[src/rtl/motor_pkg.sv]
// ---------------------------------------------------------------------------
// motor_pkg
// Shared types and constants for the gantry move sequencer and its command
// queue.
//   state_t     : sequencer FSM states
//   move_cmd_t  : one queued move {axis, dir, steps}
//   AXIS_X/Y    : axis encodings used in move_cmd_t.axis
//   CMD_W       : flattened width of move_cmd_t, used on FIFO ports
//   sat_inc     : 32-bit saturating increment used by the shared counter
// ---------------------------------------------------------------------------
package motor_pkg;

    typedef enum logic [1:0] {
        S_IDLE   = 2'd0,
        S_LAUNCH = 2'd1,
        S_WAIT   = 2'd2,
        S_SETTLE = 2'd3
    } state_t;

    typedef struct packed {
        logic        axis;
        logic        dir;
        logic [31:0] steps;
    } move_cmd_t;

    localparam logic AXIS_X = 1'b0;
    localparam logic AXIS_Y = 1'b1;

    localparam int CMD_W = $bits(move_cmd_t);

    // Counter that sticks at all-ones instead of wrapping back to zero, so a
    // long wait can never look like a freshly entered state.
    function automatic logic [31:0] sat_inc(input logic [31:0] value);
        return (value == 32'hFFFF_FFFF) ? value : value + 32'd1;
    endfunction

endpackage

[src/rtl/cmd_fifo.sv]
// ---------------------------------------------------------------------------
// cmd_fifo
// Synchronous FIFO holding flattened move_cmd_t words.
// Ports:
//   i_Clk     in   clock
//   i_rst_n   in   asynchronous active-low reset, empties the queue
//   i_flush   in   synchronous flush, empties the queue on the next edge
//   i_push    in   write i_data (accepted when not full, or when full and
//                  a pop happens in the same cycle)
//   i_data    in   word to write
//   i_pop     in   drop the head word (ignored when empty)
//   o_data    out  current head word, valid while !o_empty
//   o_full    out  queue holds DEPTH words
//   o_empty   out  queue holds no words
// ---------------------------------------------------------------------------
module cmd_fifo
    import motor_pkg::*;
#(
    parameter int DEPTH = 4
) (
    input  logic             i_Clk,
    input  logic             i_rst_n,
    input  logic             i_flush,
    input  logic             i_push,
    input  logic [CMD_W-1:0] i_data,
    input  logic             i_pop,
    output logic [CMD_W-1:0] o_data,
    output logic             o_full,
    output logic             o_empty
);

    localparam int AW = (DEPTH > 1) ? $clog2(DEPTH) : 1;
    localparam int PW = AW + 1;

    logic [CMD_W-1:0] mem_reg [DEPTH];
    logic [PW-1:0]    wr_ptr_reg;
    logic [PW-1:0]    rd_ptr_reg;
    logic             do_push;
    logic             do_pop;

    // The extra pointer bit tells a full queue (same index, different lap)
    // from an empty one (same index, same lap).
    assign o_empty = (wr_ptr_reg == rd_ptr_reg);
    assign o_full  = (wr_ptr_reg[AW-1:0] == rd_ptr_reg[AW-1:0]) &&
                     (wr_ptr_reg[AW] != rd_ptr_reg[AW]);

    assign do_pop  = i_pop && !o_empty;
    assign do_push = i_push && (!o_full || do_pop);

    // The head has to be visible in the same cycle the sequencer decides to
    // pop it, so the read side is a plain array lookup.
    assign o_data = mem_reg[rd_ptr_reg[AW-1:0]];

    always_ff @(posedge i_Clk) begin
        if (do_push) begin
            mem_reg[wr_ptr_reg[AW-1:0]] <= i_data;
        end
    end

    always_ff @(posedge i_Clk or negedge i_rst_n) begin
        if (!i_rst_n) begin
            wr_ptr_reg <= '0;
            rd_ptr_reg <= '0;
        end else if (i_flush) begin
            wr_ptr_reg <= '0;
            rd_ptr_reg <= '0;
        end else begin
            if (do_push) begin
                wr_ptr_reg <= wr_ptr_reg + PW'(1);
            end
            if (do_pop) begin
                rd_ptr_reg <= rd_ptr_reg + PW'(1);
            end
        end
    end

endmodule

[src/rtl/motor_move_sequencer.sv]
// ---------------------------------------------------------------------------
// motor_move_sequencer
// Queues move commands for the X/Y stepper axes and runs them strictly one at
// a time: launch pulse to one driver, wait for its done pulse, settle, retire.
// A watchdog on the done wait raises a sticky fault and flushes the queue.
// Ports:
//   i_Clk        in   system clock
//   i_rst_n      in   asynchronous active-low reset
//   i_cmd_valid  in   command offered
//   o_cmd_ready  out  queue not full and no fault
//   i_cmd_axis   in   0 = X, 1 = Y
//   i_cmd_dir    in   direction forwarded to the driver
//   i_cmd_steps  in   step count (0 = settle only, no launch)
//   o_mtr_en     out  one-hot one-cycle launch pulse, bit n to driver n
//   o_mtr_dir    out  shared direction bus, held from pop to next pop
//   o_mtr_steps  out  shared step-count bus, held from pop to next pop
//   i_mtr_done   in   one-cycle done pulse from each driver
//   o_move_done  out  one-cycle pulse per retired command
//   o_idle       out  queue empty and FSM idle
//   o_fault      out  sticky watchdog fault, cleared only by reset
// ---------------------------------------------------------------------------
module motor_move_sequencer
    import motor_pkg::*;
#(
    parameter int FIFO_DEPTH     = 4,
    parameter int SETTLE_CYCLES  = 50000,
    parameter int TIMEOUT_CYCLES = 50_000_000
) (
    input  logic        i_Clk,
    input  logic        i_rst_n,
    input  logic        i_cmd_valid,
    output logic        o_cmd_ready,
    input  logic        i_cmd_axis,
    input  logic        i_cmd_dir,
    input  logic [31:0] i_cmd_steps,
    output logic [1:0]  o_mtr_en,
    output logic        o_mtr_dir,
    output logic [31:0] o_mtr_steps,
    input  logic [1:0]  i_mtr_done,
    output logic        o_move_done,
    output logic        o_idle,
    output logic        o_fault
);

    // Last counter value of each timed state. A settle of 0 behaves as 1.
    localparam logic [31:0] SETTLE_LAST  =
        (SETTLE_CYCLES <= 1) ? 32'd0 : 32'(SETTLE_CYCLES - 1);
    localparam logic [31:0] TIMEOUT_LAST =
        (TIMEOUT_CYCLES <= 1) ? 32'd0 : 32'(TIMEOUT_CYCLES - 1);

    state_t           state_reg;
    state_t           state_next;
    logic [31:0]      cnt_reg;
    logic [31:0]      cnt_next;

    logic             cur_axis_reg;
    logic             cur_axis_next;
    logic             cur_dir_reg;
    logic             cur_dir_next;
    logic [31:0]      cur_steps_reg;
    logic [31:0]      cur_steps_next;

    logic [1:0]       mtr_en_reg;
    logic [1:0]       mtr_en_next;
    logic             move_done_reg;
    logic             move_done_next;
    logic             fault_reg;
    logic             fault_next;

    logic             fifo_push;
    logic             fifo_pop;
    logic             fifo_flush;
    logic             fifo_full;
    logic             fifo_empty;
    logic [CMD_W-1:0] fifo_wdata;
    logic [CMD_W-1:0] fifo_rdata;
    move_cmd_t        head;
    logic             done_sel;

    // ------------------------------------------------------------------
    // Command queue
    // ------------------------------------------------------------------
    assign o_cmd_ready = !fifo_full && !fault_reg;
    assign fifo_push   = i_cmd_valid && o_cmd_ready;
    assign fifo_wdata  = {i_cmd_axis, i_cmd_dir, i_cmd_steps};
    assign head        = move_cmd_t'(fifo_rdata);

    cmd_fifo #(
        .DEPTH (FIFO_DEPTH)
    ) u_cmd_fifo (
        .i_Clk   (i_Clk),
        .i_rst_n (i_rst_n),
        .i_flush (fifo_flush),
        .i_push  (fifo_push),
        .i_data  (fifo_wdata),
        .i_pop   (fifo_pop),
        .o_data  (fifo_rdata),
        .o_full  (fifo_full),
        .o_empty (fifo_empty)
    );

    // Only the driver of the axis currently moving may retire the move.
    assign done_sel = i_mtr_done[cur_axis_reg];

    // ------------------------------------------------------------------
    // State register (FSM state plus the shared watchdog/settle counter)
    // ------------------------------------------------------------------
    always_ff @(posedge i_Clk or negedge i_rst_n) begin
        if (!i_rst_n) begin
            state_reg <= S_IDLE;
            cnt_reg   <= '0;
        end else begin
            state_reg <= state_next;
            cnt_reg   <= cnt_next;
        end
    end

    // ------------------------------------------------------------------
    // Next-state logic
    // ------------------------------------------------------------------
    always_comb begin
        state_next = state_reg;
        case (state_reg)
            S_IDLE: begin
                if (!fifo_empty && !fault_reg) begin
                    state_next = (head.steps == 32'd0) ? S_SETTLE : S_LAUNCH;
                end
            end
            S_LAUNCH: begin
                state_next = S_WAIT;
            end
            S_WAIT: begin
                // A done arriving on the very last watchdog cycle still wins.
                if (done_sel) begin
                    state_next = S_SETTLE;
                end else if (cnt_reg >= TIMEOUT_LAST) begin
                    state_next = S_IDLE;
                end
            end
            S_SETTLE: begin
                if (cnt_reg >= SETTLE_LAST) begin
                    state_next = S_IDLE;
                end
            end
            default: begin
                state_next = S_IDLE;
            end
        endcase
    end

    // ------------------------------------------------------------------
    // Output / datapath logic. Registered outputs are computed from the
    // next state so that they are valid during the state they belong to.
    // ------------------------------------------------------------------
    always_comb begin
        fifo_pop       = 1'b0;
        fifo_flush     = 1'b0;
        cur_axis_next  = cur_axis_reg;
        cur_dir_next   = cur_dir_reg;
        cur_steps_next = cur_steps_reg;
        fault_next     = fault_reg;

        cnt_next = sat_inc(cnt_reg);
        if (state_next != state_reg) begin
            cnt_next = '0;
        end

        if ((state_reg == S_IDLE) && (state_next != S_IDLE)) begin
            fifo_pop       = 1'b1;
            cur_axis_next  = head.axis;
            cur_dir_next   = head.dir;
            cur_steps_next = head.steps;
        end

        // The only way out of S_WAIT back to S_IDLE is the watchdog.
        if ((state_reg == S_WAIT) && (state_next == S_IDLE)) begin
            fault_next = 1'b1;
            fifo_flush = 1'b1;
        end

        move_done_next = (state_next == S_SETTLE) && (cnt_next >= SETTLE_LAST);
    end

    for (genvar gi = 0; gi < 2; gi++) begin : g_mtr_en
        assign mtr_en_next[gi] = (state_next == S_LAUNCH) &&
                                 (int'(cur_axis_next) == gi);
    end

    // ------------------------------------------------------------------
    // Output and current-command registers
    // ------------------------------------------------------------------
    always_ff @(posedge i_Clk or negedge i_rst_n) begin
        if (!i_rst_n) begin
            cur_axis_reg  <= AXIS_X;
            cur_dir_reg   <= 1'b0;
            cur_steps_reg <= '0;
            mtr_en_reg    <= '0;
            move_done_reg <= 1'b0;
            fault_reg     <= 1'b0;
        end else begin
            cur_axis_reg  <= cur_axis_next;
            cur_dir_reg   <= cur_dir_next;
            cur_steps_reg <= cur_steps_next;
            mtr_en_reg    <= mtr_en_next;
            move_done_reg <= move_done_next;
            fault_reg     <= fault_next;
        end
    end

    assign o_mtr_en    = mtr_en_reg;
    assign o_mtr_dir   = cur_dir_reg;
    assign o_mtr_steps = cur_steps_reg;
    assign o_move_done = move_done_reg;
    assign o_fault     = fault_reg;
    assign o_idle      = fifo_empty && (state_reg == S_IDLE);

endmodule

[config.mk]
export PLATFORM = sky130hd
export DESIGN_NAME = motor_move_sequencer
export DESIGN_NICKNAME = d
export VERILOG_FILES = /design/src/rtl/motor_pkg.sv /design/src/rtl/cmd_fifo.sv /design/src/rtl/motor_move_sequencer.sv
export SDC_FILE = /design/constraint.sdc
export NUM_CORES = 1
export LEC_CHECK = 0
export ABC_CLOCK_PERIOD_IN_PS = 2400
export BUFFER_PORTS_ARGS = -buffer_cell sky130_fd_sc_hd__buf_2
export CORE_MARGIN = 2
export CORE_UTILIZATION = 40
export CTS_CLUSTER_DIAMETER = 150
export DETAILED_ROUTE_END_ITERATION = 7
export PLACE_DENSITY = 0.56
export SLEW_MARGIN = 0
export SYNTH_ARGS = -nofsm -noshare
export SYNTH_HDL_FRONTEND = slang
export SYNTH_SLANG_ARGS = --single-unit
[constraint.sdc]
create_clock -name i_Clk -period 2.4 [get_ports i_Clk]
set_input_delay 0.24 -clock i_Clk [delete_from_list [all_inputs] [get_ports i_Clk]]
set_output_delay 0.24 -clock i_Clk [all_outputs]
set_load 0.01 [all_outputs]
==> results of run 1 <==
-- Yosys cell counts (all sizes together), types with 3 or more instances --
library cell,n
a211oi,3
a21oi,12
a311oi,3
and2,5
and3,14
and4,7
buf,9
clkbuf,16
dfrtp,78
edfxtp,136
ha,6
inv,10
mux2,33
mux2i,6
mux4,34
nand2,21
nand3,10
nand4,14
nor2,40
nor3,5
nor3b,3
nor4,14
o21ai,4
o311ai,3
or2,3
or3,3
xnor2,13
xor2,22
-- final timing paths --
check | depth (start not counted) | slack (ns) | to | start
min in group asynchronous | 2 | 0.35 | cnt_reg[5] | i_rst_n
max in group asynchronous | 3 | 1.33 | o_mtr_steps[10] | i_rst_n
hold reg to reg | 1 | 0.50 | o_mtr_steps[26] | o_mtr_steps[26]
setup / recovery | 9 | -0.26 | o_move_done | u_cmd_fifo.rd_ptr_reg[0]
hold / removal | 2 | 0.21 | u_cmd_fifo.mem_reg[3][32] | i_cmd_valid
setup reg to reg | 9 | -0.26 | o_move_done | u_cmd_fifo.rd_ptr_reg[0]
-- per-layer routing --
layer	vias up	share of wire
li1	2538	-
met1	2856	0.41
met2	109	0.53
met3	30	0.042
met4	0	0.019
met5	-	0
-- cells in the final DEF, fill, tap and decap left out, types with 3 or more instances in the layout --
cell	netlist	layout
sky130_fd_sc_hd__a21oi_1	12	9
sky130_fd_sc_hd__a21oi_2	0	3
sky130_fd_sc_hd__and2_1	5	4
sky130_fd_sc_hd__and3_1	14	5
sky130_fd_sc_hd__and3_2	0	3
sky130_fd_sc_hd__and3_4	0	6
sky130_fd_sc_hd__and4_1	7	6
sky130_fd_sc_hd__buf_12	1	12
sky130_fd_sc_hd__buf_2	6	76
sky130_fd_sc_hd__buf_4	1	78
sky130_fd_sc_hd__buf_6	1	9
sky130_fd_sc_hd__bufinv_16	0	3
sky130_fd_sc_hd__clkbuf_1	16	3
sky130_fd_sc_hd__clkbuf_16	0	25
sky130_fd_sc_hd__clkinv_1	0	4
sky130_fd_sc_hd__clkinv_2	0	6
sky130_fd_sc_hd__dfrtp_1	78	77
sky130_fd_sc_hd__dlygate4sd3_1	0	35
sky130_fd_sc_hd__edfxtp_1	136	136
sky130_fd_sc_hd__ha_1	6	6
sky130_fd_sc_hd__inv_1	10	9
sky130_fd_sc_hd__mux2_2	33	33
sky130_fd_sc_hd__mux2i_1	6	6
sky130_fd_sc_hd__mux4_1	11	5
sky130_fd_sc_hd__mux4_2	23	29
sky130_fd_sc_hd__nand2_1	21	19
sky130_fd_sc_hd__nand3_1	10	9
sky130_fd_sc_hd__nand4_1	14	14
sky130_fd_sc_hd__nor2_1	40	30
sky130_fd_sc_hd__nor2_2	0	3
sky130_fd_sc_hd__nor2_4	0	7
sky130_fd_sc_hd__nor4_1	13	4
sky130_fd_sc_hd__nor4_2	0	3
sky130_fd_sc_hd__nor4_4	1	7
sky130_fd_sc_hd__o21ai_0	4	3
sky130_fd_sc_hd__xnor2_1	13	13
sky130_fd_sc_hd__xor2_1	22	21
-- repair_timing --
action,CTS,global route
hold buffers,35,0
pin swaps,9,20
resized for setup,35,55
endpoints found under the setup margin,70,98
hold endpoints to repair,194,0
buffers inserted,6,11
gates cloned,2,2
-- power groups by stage --
stage | registers, uW | clock network [uW] | logic [uW]
final | 4670 | 3670 | 1460
after global routing | 4710 | 3910 | 1600
after CTS | 4670 | 3760 | 1350
after detailed placement | 4730 | 0 | 1240
after global placement | 4710 | 0 | 1210
after floorplan | 4690 | 0 | 600
-- worst max-delay path, cell delays in order (launching register included) --
cell                        delay, ns
sky130_fd_sc_hd__dfrtp_2         0.43
sky130_fd_sc_hd__buf_12          0.14
sky130_fd_sc_hd__buf_6           0.10
sky130_fd_sc_hd__mux4_2          0.54
sky130_fd_sc_hd__nor4_4          0.24
sky130_fd_sc_hd__nand4_1         0.22
sky130_fd_sc_hd__nor2_4          0.19
sky130_fd_sc_hd__a32oi_4         0.08
sky130_fd_sc_hd__or3b_1          0.39
sky130_fd_sc_hd__a2111oi_2       0.20
-- layout make-up --
cell class	count	area share
Sequential cell	214	0.506
Multi-Input combinational cell	297	0.252
Timing Repair Buffer	212	0.142
Clock buffer	28	0.0524
Tap cell	280	0.0293
Clock inverter	16	0.0152
Inverter	10	0.00335
Antenna cell	1	0.000210
-- kinds of logic after synthesis --
logic type,share of synthesized area
AND/OR/NAND/NOR,0.0889
adder cells (fa/ha/maj),0.00958
flip-flops,0.680
AO/OA/AOI/OAI,0.0289
buffers and inverters,0.0187
multiplexers,0.140
XOR/XNOR,0.0345
-- per-stage QoR --
| stage | power (uW) | worst slack (ns) | hold WS (ns) | cells | util |
|---|---|---|---|---|---|
| after CTS | 9780 | -0.265 | 0.240 | 1048 | 0.534 |
| after global placement | 5920 | -0.406 | 0.381 | 962 | 0.471 |
| after global routing | 10200 | -0.375 | 0.197 | 1058 | 0.547 |
| after floorplan | 5290 | -0.00207 | -0.0556 | 546 | - |
| final | 9800 | -0.259 | 0.213 | 1058 | 0.547 |
| after detailed placement | 5970 | -0.438 | 0.388 | 962 | 0.471 |
==> results_tabular.tex, run 1 <==
\begin{tabular}{lr}
\hline
Metric & Value \\
\hline
\multicolumn{2}{l}{\textbf{Global routing}} \\
\quad GR Layer Usage met2 & 0.305 \\
\quad Largest net degree at the start of global routing & 61 \\
\quad Via count of the first global-routing pass & 5911 \\
\quad Met1 track utilization from global routing & 0.218 \\
\quad Global-route usage over all layers & 0.170 \\
\quad Global-route track usage on met3 & 0.0286 \\
\quad Congestion Overflow GR & 0 \\
\quad Number of antenna violations at the first check in global routing & 1 \\
\quad Global-route wire length before repair & 31600 microns \\
\quad Most Used Layer, Global Route & met2 \\
\multicolumn{2}{l}{\textbf{Synth}} \\
\quad Library cell occupying the most area in the post-synthesis netlist & sky130\_fd\_sc\_hd\_\_edfxtp\_1 \\
\quad Primary FF master, synth & sky130\_fd\_sc\_hd\_\_edfxtp\_1 \\
\quad Number of warnings reported in the yosys synthesis log & 0 \\
\quad Cells taking the most area after synthesis & sky130\_fd\_sc\_hd\_\_edfxtp\_1 (46\%), sky130\_fd\_sc\_hd\_\_dfrtp\_1 (22\%), sky130\_fd\_sc\_hd\_\_mux4\_2 (5.8\%) \\
\quad Number of distinct library cells after synthesis & 54 \\
\quad Number of synthesized flops with an enable pin & 136 \\
\quad Async set-or-reset flop fraction in the synthesized netlist & 0.364 \\
\quad \#FFs+latches synth & 214 \\
\quad Number of standard cells after synthesis & 546 \\
\quad Area share of the leading cell type in the synthesized netlist & 0.460 \\
\quad Post-synthesis average cell area & 16.3 sq um \\
\quad Share of the yosys chip area belonging to registers & 0.680 \\
\quad Net count of the mapped netlist & 591 \\
\quad Cell Area, Synth & 8880 sq um \\
\multicolumn{2}{l}{\textbf{Clock network}} \\
\quad Clock latency on the worst-skew pair & 0.53 ns \\
\quad \# H-tree levels & 1 \\
\quad CTS root buffer & sky130\_fd\_sc\_hd\_\_clkbuf\_16 \\
\quad Number of clock sinks & 214 \\
\quad Clock buffers created by TritonCTS & 24 \\
\quad Clock Pin Slew Worst Setup and Hold Paths & 0.06 ns \\
\quad CTS tree & built \\
\quad Max Root-Sink Buffers & 3 \\
\multicolumn{2}{l}{\textbf{STA}} \\
\quad Max frequency & 376 MHz \\
\quad Count of final max-slew check failures & 0 \\
\quad Worst slew margin & 0.448 \\
\quad Final setup violating endpoints & 11 \\
\quad Setup skew after layout & 0.0246 ns \\
\quad Period Utilization, post-route & 1.11 \\
\quad Worst-margin pin slew & 0.828 ns \\
\quad Final number of hold-violating endpoints & 0 \\
\quad Unrepaired setup endpoints after global routing & yes \\
\quad Aggregate negative setup slack & -1.89 ns \\
\quad Fin worst setup slack & -0.259 ns \\
\quad Final period demand of the worst path & 2.66 ns \\
\multicolumn{2}{l}{\textbf{Finish}} \\
\quad Fill cell count & 1732 \\
\quad Share of cells above drive strength 1 & 0.429 \\
\quad Finished Cell Area & 11900 sq um \\
\quad Final layout net count & 804 \\
\quad Combined area of the multi-input logic cells & 3010 sq um \\
\quad Reg area & 6040 sq um \\
\quad Flip-flop count of the largest register, all copies and words added & 136 \\
\quad Area growth from synthesis to final layout & 34.5\% \\
\multicolumn{2}{l}{\textbf{Floorplanning}} \\
\quad Area of the core & 21800 sq um \\
\quad Placement row count & 54 \\
\quad Die X-Extent & 153 microns \\
\quad Top-level port count & 78 \\
\quad Initial standard-cell utilization of the core & 0.407 \\
\quad Full die area & 23400 sq um \\
\quad Height of the die & 153 microns \\
\multicolumn{2}{l}{\textbf{Status}} \\
\quad Violations in the final reports & negative setup slack \\
\quad Run status & finished, violations left \\
\multicolumn{2}{l}{\textbf{Route}} \\
\quad ANT nets after route & 0 \\
\quad Total vias in the final route & 5533 \\
\quad Via density & 5.23 \\
\quad Number of iterations in the first detailed-routing pass & 4 \\
\quad Wire length reported by the detailed router & 20200 microns \\
\quad DRC marker count from the first detailed-route iteration & 252 \\
\quad Total DRC errors in the routed layout & 0 \\
\quad Post-detailed-route wirelength per cell & 19.1 microns \\
\multicolumn{2}{l}{\textbf{Power and ir drop}} \\
\quad Worst supply voltage drop on vdd & 729 uV \\
\quad Internal power consumption & 7370 uW \\
\quad Share of total power in sequential cells & 0.477 \\
\quad P\_sw & 2440 uW \\
\quad Fraction of power spent switching nets & 0.248 \\
\quad Part of the power in the clock network & 0.374 \\
\quad Pwr per Cell Area & 821 nW/um\^{}2 \\
\quad Combinational cell fraction of total power & 0.149 \\
\quad Leak pwr & 0.00461 uW \\
\multicolumn{2}{l}{\textbf{Setup path}} \\
\quad Req. time, crit path & 2.81 ns \\
\quad Endpoint class of the critical path & flip-flop \\
\quad Crit Path Max Fanout & 7 \\
\quad Launching element type of the critical path & flip-flop \\
\quad Setup CP Type & flip-flop to flip-flop \\
\quad Crit path arrival time & 3.06 ns \\
\multicolumn{2}{l}{\textbf{Flow run}} \\
\quad Max-Cap Viols & 0 \\
\multicolumn{2}{l}{\textbf{Placed design}} \\
\quad Placed cell area & 10300 sq um \\
\quad Final weighted congestion in routability-driven placement & 0.844 \\
\quad Half-perimeter wire length after detailed placement & 12600 microns \\
\quad Count of buffers from port buffering & 77 \\
\multicolumn{2}{l}{\textbf{Hold path}} \\
\quad Type of the most critical hold path & input pin to flip-flop \\
\hline
\end{tabular}
Power figures use the tool's default switching activity.
==> inputs of run 2 (changes only) <==
CORE_ASPECT_RATIO = 1.75   (was not set)
SLEW_MARGIN = not set   (was 0)
==> run 2 against run 1 <==
The flow still finishes with violations (negative setup slack); non-clock buffer count up 9; clock skew down 0.019 ns; wire length up 2.2%; first-iteration DRC count down 7.5%; fmax down 0.27%; critical path depth up 1; combinational power about the same; clock-buffer cell count unchanged; global-route usage up 1.3 points; total power down 6.0%; clock power down 15%.
==> results_tabular.tex, run 2 (same netlist as run 1, synthesis figures left out) <==
\begin{tabular}{lr}
\hline
Metric & Value \\
\hline
\multicolumn{2}{l}{\textbf{Global routing}} \\
\quad Largest net degree at the start of global routing & 42 (was 61) \\
\quad Congestion Overflow GR & 0 (unchanged) \\
\quad Global-route wire length before repair & 32900 microns (was 31600 microns) \\
\quad Via count of the first global-routing pass & 6193 (was 5911) \\
\quad Global-route usage over all layers & 0.183 (was 0.170) \\
\quad Number of antenna violations at the first check in global routing & 0 (was 1) \\
\multicolumn{2}{l}{\textbf{Power and ir drop}} \\
\quad Part of the power in the clock network & 0.339 (was 0.374) \\
\quad P\_sw & 2300 uW (was 2440 uW) \\
\quad Leak pwr & 0.00458 uW (was 0.00461 uW) \\
\quad Pwr per Cell Area & 790 nW/um\^{}2 (was 821 nW/um\^{}2) \\
\quad Combinational cell fraction of total power & 0.156 (was 0.149) \\
\quad Share of total power in sequential cells & 0.505 (was 0.477) \\
\quad Fraction of power spent switching nets & 0.249 (was 0.248) \\
\quad Internal power consumption & 6920 uW (was 7370 uW) \\
\quad Worst supply voltage drop on vdd & 590 uV (was 729 uV) \\
\multicolumn{2}{l}{\textbf{Placed design}} \\
\quad Number of placed cells counting well taps & 996 (was 962) \\
\quad Placed cell area & 10400 sq um (was 10300 sq um) \\
\quad Final weighted congestion in routability-driven placement & 0.854 (was 0.844) \\
\quad Half-perimeter wire length after detailed placement & 14200 microns (was 12600 microns) \\
\quad Count of buffers from port buffering & 77 (unchanged) \\
\multicolumn{2}{l}{\textbf{Setup path}} \\
\quad Crit Path Max Fanout & 4 (was 7) \\
\quad Slack of the worst reg-to-reg path & -0.27 ns (was -0.26 ns) \\
\quad RR Endpoint & o\_move\_done (unchanged) \\
\quad Maximum cell stage delay along the critical path & 0.53 ns (was 0.54 ns) \\
\quad Crit path arrival time & 3.06 ns (about the same) \\
\quad CP max-delay cell & sky130\_fd\_sc\_hd\_\_mux4\_2 (unchanged) \\
\quad Cell chain of the critical path & buf\_12 -> buf\_12 -> mux4\_2 -> nor4\_4 -> buf\_4 -> nand4\_1 -> nor2\_1 -> a32oi\_2 -> or3b\_1 -> a2111oi\_2 (was buf\_12 -> buf\_6 -> mux4\_2 -> nor4\_4 -> nand4\_1 -> nor2\_4 -> a32oi\_4 -> or3b\_1 -> a2111oi\_2) \\
\quad Cell mode on critical path & sky130\_fd\_sc\_hd\_\_buf\_12 \\
\quad Worst reg-to-reg path cell count & 10 (was 9) \\
\quad Crit path capture & o\_move\_done (unchanged) \\
\quad RR Startpoint & u\_cmd\_fifo.rd\_ptr\_reg[0] (unchanged) \\
\quad Crit path launch & u\_cmd\_fifo.rd\_ptr\_reg[0] (unchanged) \\
\quad Req. time, crit path & 2.79 ns (was 2.81 ns) \\
\quad Launching element type of the critical path & flip-flop (unchanged) \\
\quad Endpoint class of the critical path & flip-flop (unchanged) \\
\quad Setup CP Type & flip-flop to flip-flop (unchanged) \\
\multicolumn{2}{l}{\textbf{Finish}} \\
\quad Flip-flop count of the largest register, all copies and words added & 136 (unchanged) \\
\quad Area growth from synthesis to final layout & 31.3\% (was 34.5\%) \\
\quad Commonest non-fill, non-tap cell in the layout & sky130\_fd\_sc\_hd\_\_edfxtp\_1 (unchanged) \\
\quad Share of cells above drive strength 1 & 0.403 (was 0.429) \\
\quad Most frequent cells in the layout & sky130\_fd\_sc\_hd\_\_edfxtp\_1 (136), sky130\_fd\_sc\_hd\_\_buf\_4 (95), sky130\_fd\_sc\_hd\_\_dfrtp\_1 (77), sky130\_fd\_sc\_hd\_\_buf\_2 (76), sky130\_fd\_sc\_hd\_\_nor2\_1 (36) (was sky130\_fd\_sc\_hd\_\_edfxtp\_1 (136), sky130\_fd\_sc\_hd\_\_buf\_4 (78), sky130\_fd\_sc\_hd\_\_dfrtp\_1 (77), sky130\_fd\_sc\_hd\_\_buf\_2 (76), sky130\_fd\_sc\_hd\_\_dlygate4sd3\_1 (35)) \\
\quad Final layout net count & 811 (was 804) \\
\quad Count of non-filler cells in the finished layout & 1078 (was 1058) \\
\quad Total inserted antenna cells & 0 (was 1) \\
\quad Finished Cell Area & 11700 sq um (was 11900 sq um) \\
\quad Final core area utilization & 0.530 (was 0.547) \\
\multicolumn{2}{l}{\textbf{Floorplanning}} \\
\quad Full die area & 23500 sq um (was 23400 sq um) \\
\quad Area of the core & 22000 sq um (was 21800 sq um) \\
\quad Height of the die & 201 microns (was 153 microns) \\
\quad Die X-Extent & 117 microns (was 153 microns) \\
\quad Initial standard-cell utilization of the core & 0.404 (was 0.407) \\
\quad Top-level port count & 78 (unchanged) \\
\quad Placement row count & 72 (was 54) \\
\multicolumn{2}{l}{\textbf{Route}} \\
\quad Total vias in the final route & 5523 (was 5533) \\
\quad Post-detailed-route wirelength per cell & 19.1 microns (about the same) \\
\quad Number of iterations in the first detailed-routing pass & 4 (unchanged) \\
\quad ANT nets after route & 0 (unchanged) \\
\quad Wire length reported by the detailed router & 20600 microns (was 20200 microns) \\
\quad Via density & 5.12 (was 5.23) \\
\quad Total DRC errors in the routed layout & 0 (unchanged) \\
\quad DRC marker count from the first detailed-route iteration & 233 (was 252) \\
\multicolumn{2}{l}{\textbf{STA}} \\
\quad Max frequency & 375 MHz (was 376 MHz) \\
\quad Aggregate negative setup slack & -1.52 ns (was -1.89 ns) \\
\quad Worst slew margin & 0.594 (was 0.448) \\
\quad Final number of hold-violating endpoints & 0 (unchanged) \\
\quad Fin worst setup slack & -0.266 ns (was -0.259 ns) \\
\quad Final setup violating endpoints & 15 (was 11) \\
\quad Count of final max-slew check failures & 0 (unchanged) \\
\quad Period Utilization, post-route & 1.11 (about the same) \\
\quad Unrepaired setup endpoints after global routing & yes (unchanged) \\
\quad Worst-margin pin slew & 0.609 ns (was 0.828 ns) \\
\quad Final period demand of the worst path & 2.67 ns (was 2.66 ns) \\
\quad Setup skew after layout & 0.00543 ns (was 0.0246 ns) \\
\multicolumn{2}{l}{\textbf{Flow run}} \\
\quad Max-Cap Viols & 0 (unchanged) \\
\multicolumn{2}{l}{\textbf{Clock network}} \\
\quad Clock latency on the worst-skew pair & 0.50 ns (was 0.53 ns) \\
\quad CTS root buffer & sky130\_fd\_sc\_hd\_\_clkbuf\_16 (unchanged) \\
\quad CTS tree & built (unchanged) \\
\quad Clock Pin Slew Worst Setup and Hold Paths & 0.06 ns (about the same) \\
\quad \# H-tree levels & 1 (unchanged) \\
\quad Clock buffers created by TritonCTS & 22 (was 24) \\
\quad Max Root-Sink Buffers & 3 (unchanged) \\
\quad Number of clock sinks & 214 (unchanged) \\
\multicolumn{2}{l}{\textbf{Status}} \\
\quad Violations in the final reports & negative setup slack (unchanged) \\
\quad Run status & finished, violations left (unchanged) \\
\multicolumn{2}{l}{\textbf{Hold path}} \\
\quad Type of the most critical hold path & input pin to flip-flop (unchanged) \\
\hline
\end{tabular}
run 2: changes by cell type in the layout (fill, tap and decap cells not counted), sizes merged:
cell         before  now
buf             176  188
bufinv            3    0
clkbuf           29   28
clkinv           11   10
diode             1    0
dlygate4sd3      35   33
run 2: worst min path at each step:
stage                                      to  slack [ns]             from  cells after the start
detailed placement                 cnt_reg[2]        0.29          i_rst_n                      1
finish              u_cmd_fifo.mem_reg[2][28]        0.01  i_cmd_steps[28]                      1
floorplan                          cnt_reg[0]       -0.06          i_rst_n                      0
global placement                   cnt_reg[2]        0.28          i_rst_n                      1
CTS                 u_cmd_fifo.mem_reg[2][32]       0.003        i_cmd_dir                      1
global route        u_cmd_fifo.mem_reg[2][32]       0.001        i_cmd_dir                      1
run 2: final cells by class:
type	count	area, sq um
clock inverters	12	61.3
inverters	10	40.0
fillers	1869	10300
repair buffers	221	1730
multi-input cells	297	2830
flip-flops and latches	214	6040
well taps	296	370
clock buffers	28	594
run 2: power by group through the flow:
stage	logic (uW)	registers, uW	clock network, uW
2_1_floorplan	600	4690	0
5_1_grt	1580	4690	3360
4_1_cts	1440	4650	3190
6_report	1440	4650	3120
3_3_place_gp	1300	4700	0
3_5_place_dp	1340	4720	0
run 2: timing repair:
| item | 4_1_cts | 5_1_grt |
|---|---|---|
| pin swaps | 9 | 2 |
| gates resized for setup | 27 | 10 |
| buffers inserted | 7 | 4 |
| setup endpoints to repair | 43 | 44 |
| hold endpoints to repair | 168 | 0 |
| hold buffers | 33 | 0 |
run 2: worst max-delay path: cells and delay by family (launching register included):
kind	cells	cell delay [ns]
AO/OA/AOI/OAI	2	0.28
AND/OR/NAND/NOR	4	0.95
flip-flops	1	0.41
buffers and inverters	3	0.39
multiplexers	1	0.53
run 2: per-stage QoR:
stage | setup slack, ns | hold slack [ns] | power [uW]
5_1_grt | -0.429 | 0.00122 | 9620
3_5_place_dp | -0.489 | 0.291 | 6060
2_1_floorplan | -0.00207 | -0.0556 | 5290
3_3_place_gp | -0.497 | 0.282 | 6000
4_1_cts | -0.298 | 0.00260 | 9280
6_report | -0.266 | 0.0104 | 9210
run 2: routing by layer:
metal  routed length [microns]  track usage
met5                         0            0
met4                       702       0.0613
met3                       667       0.0248
met2                     11700        0.350
met1                      7520        0.202
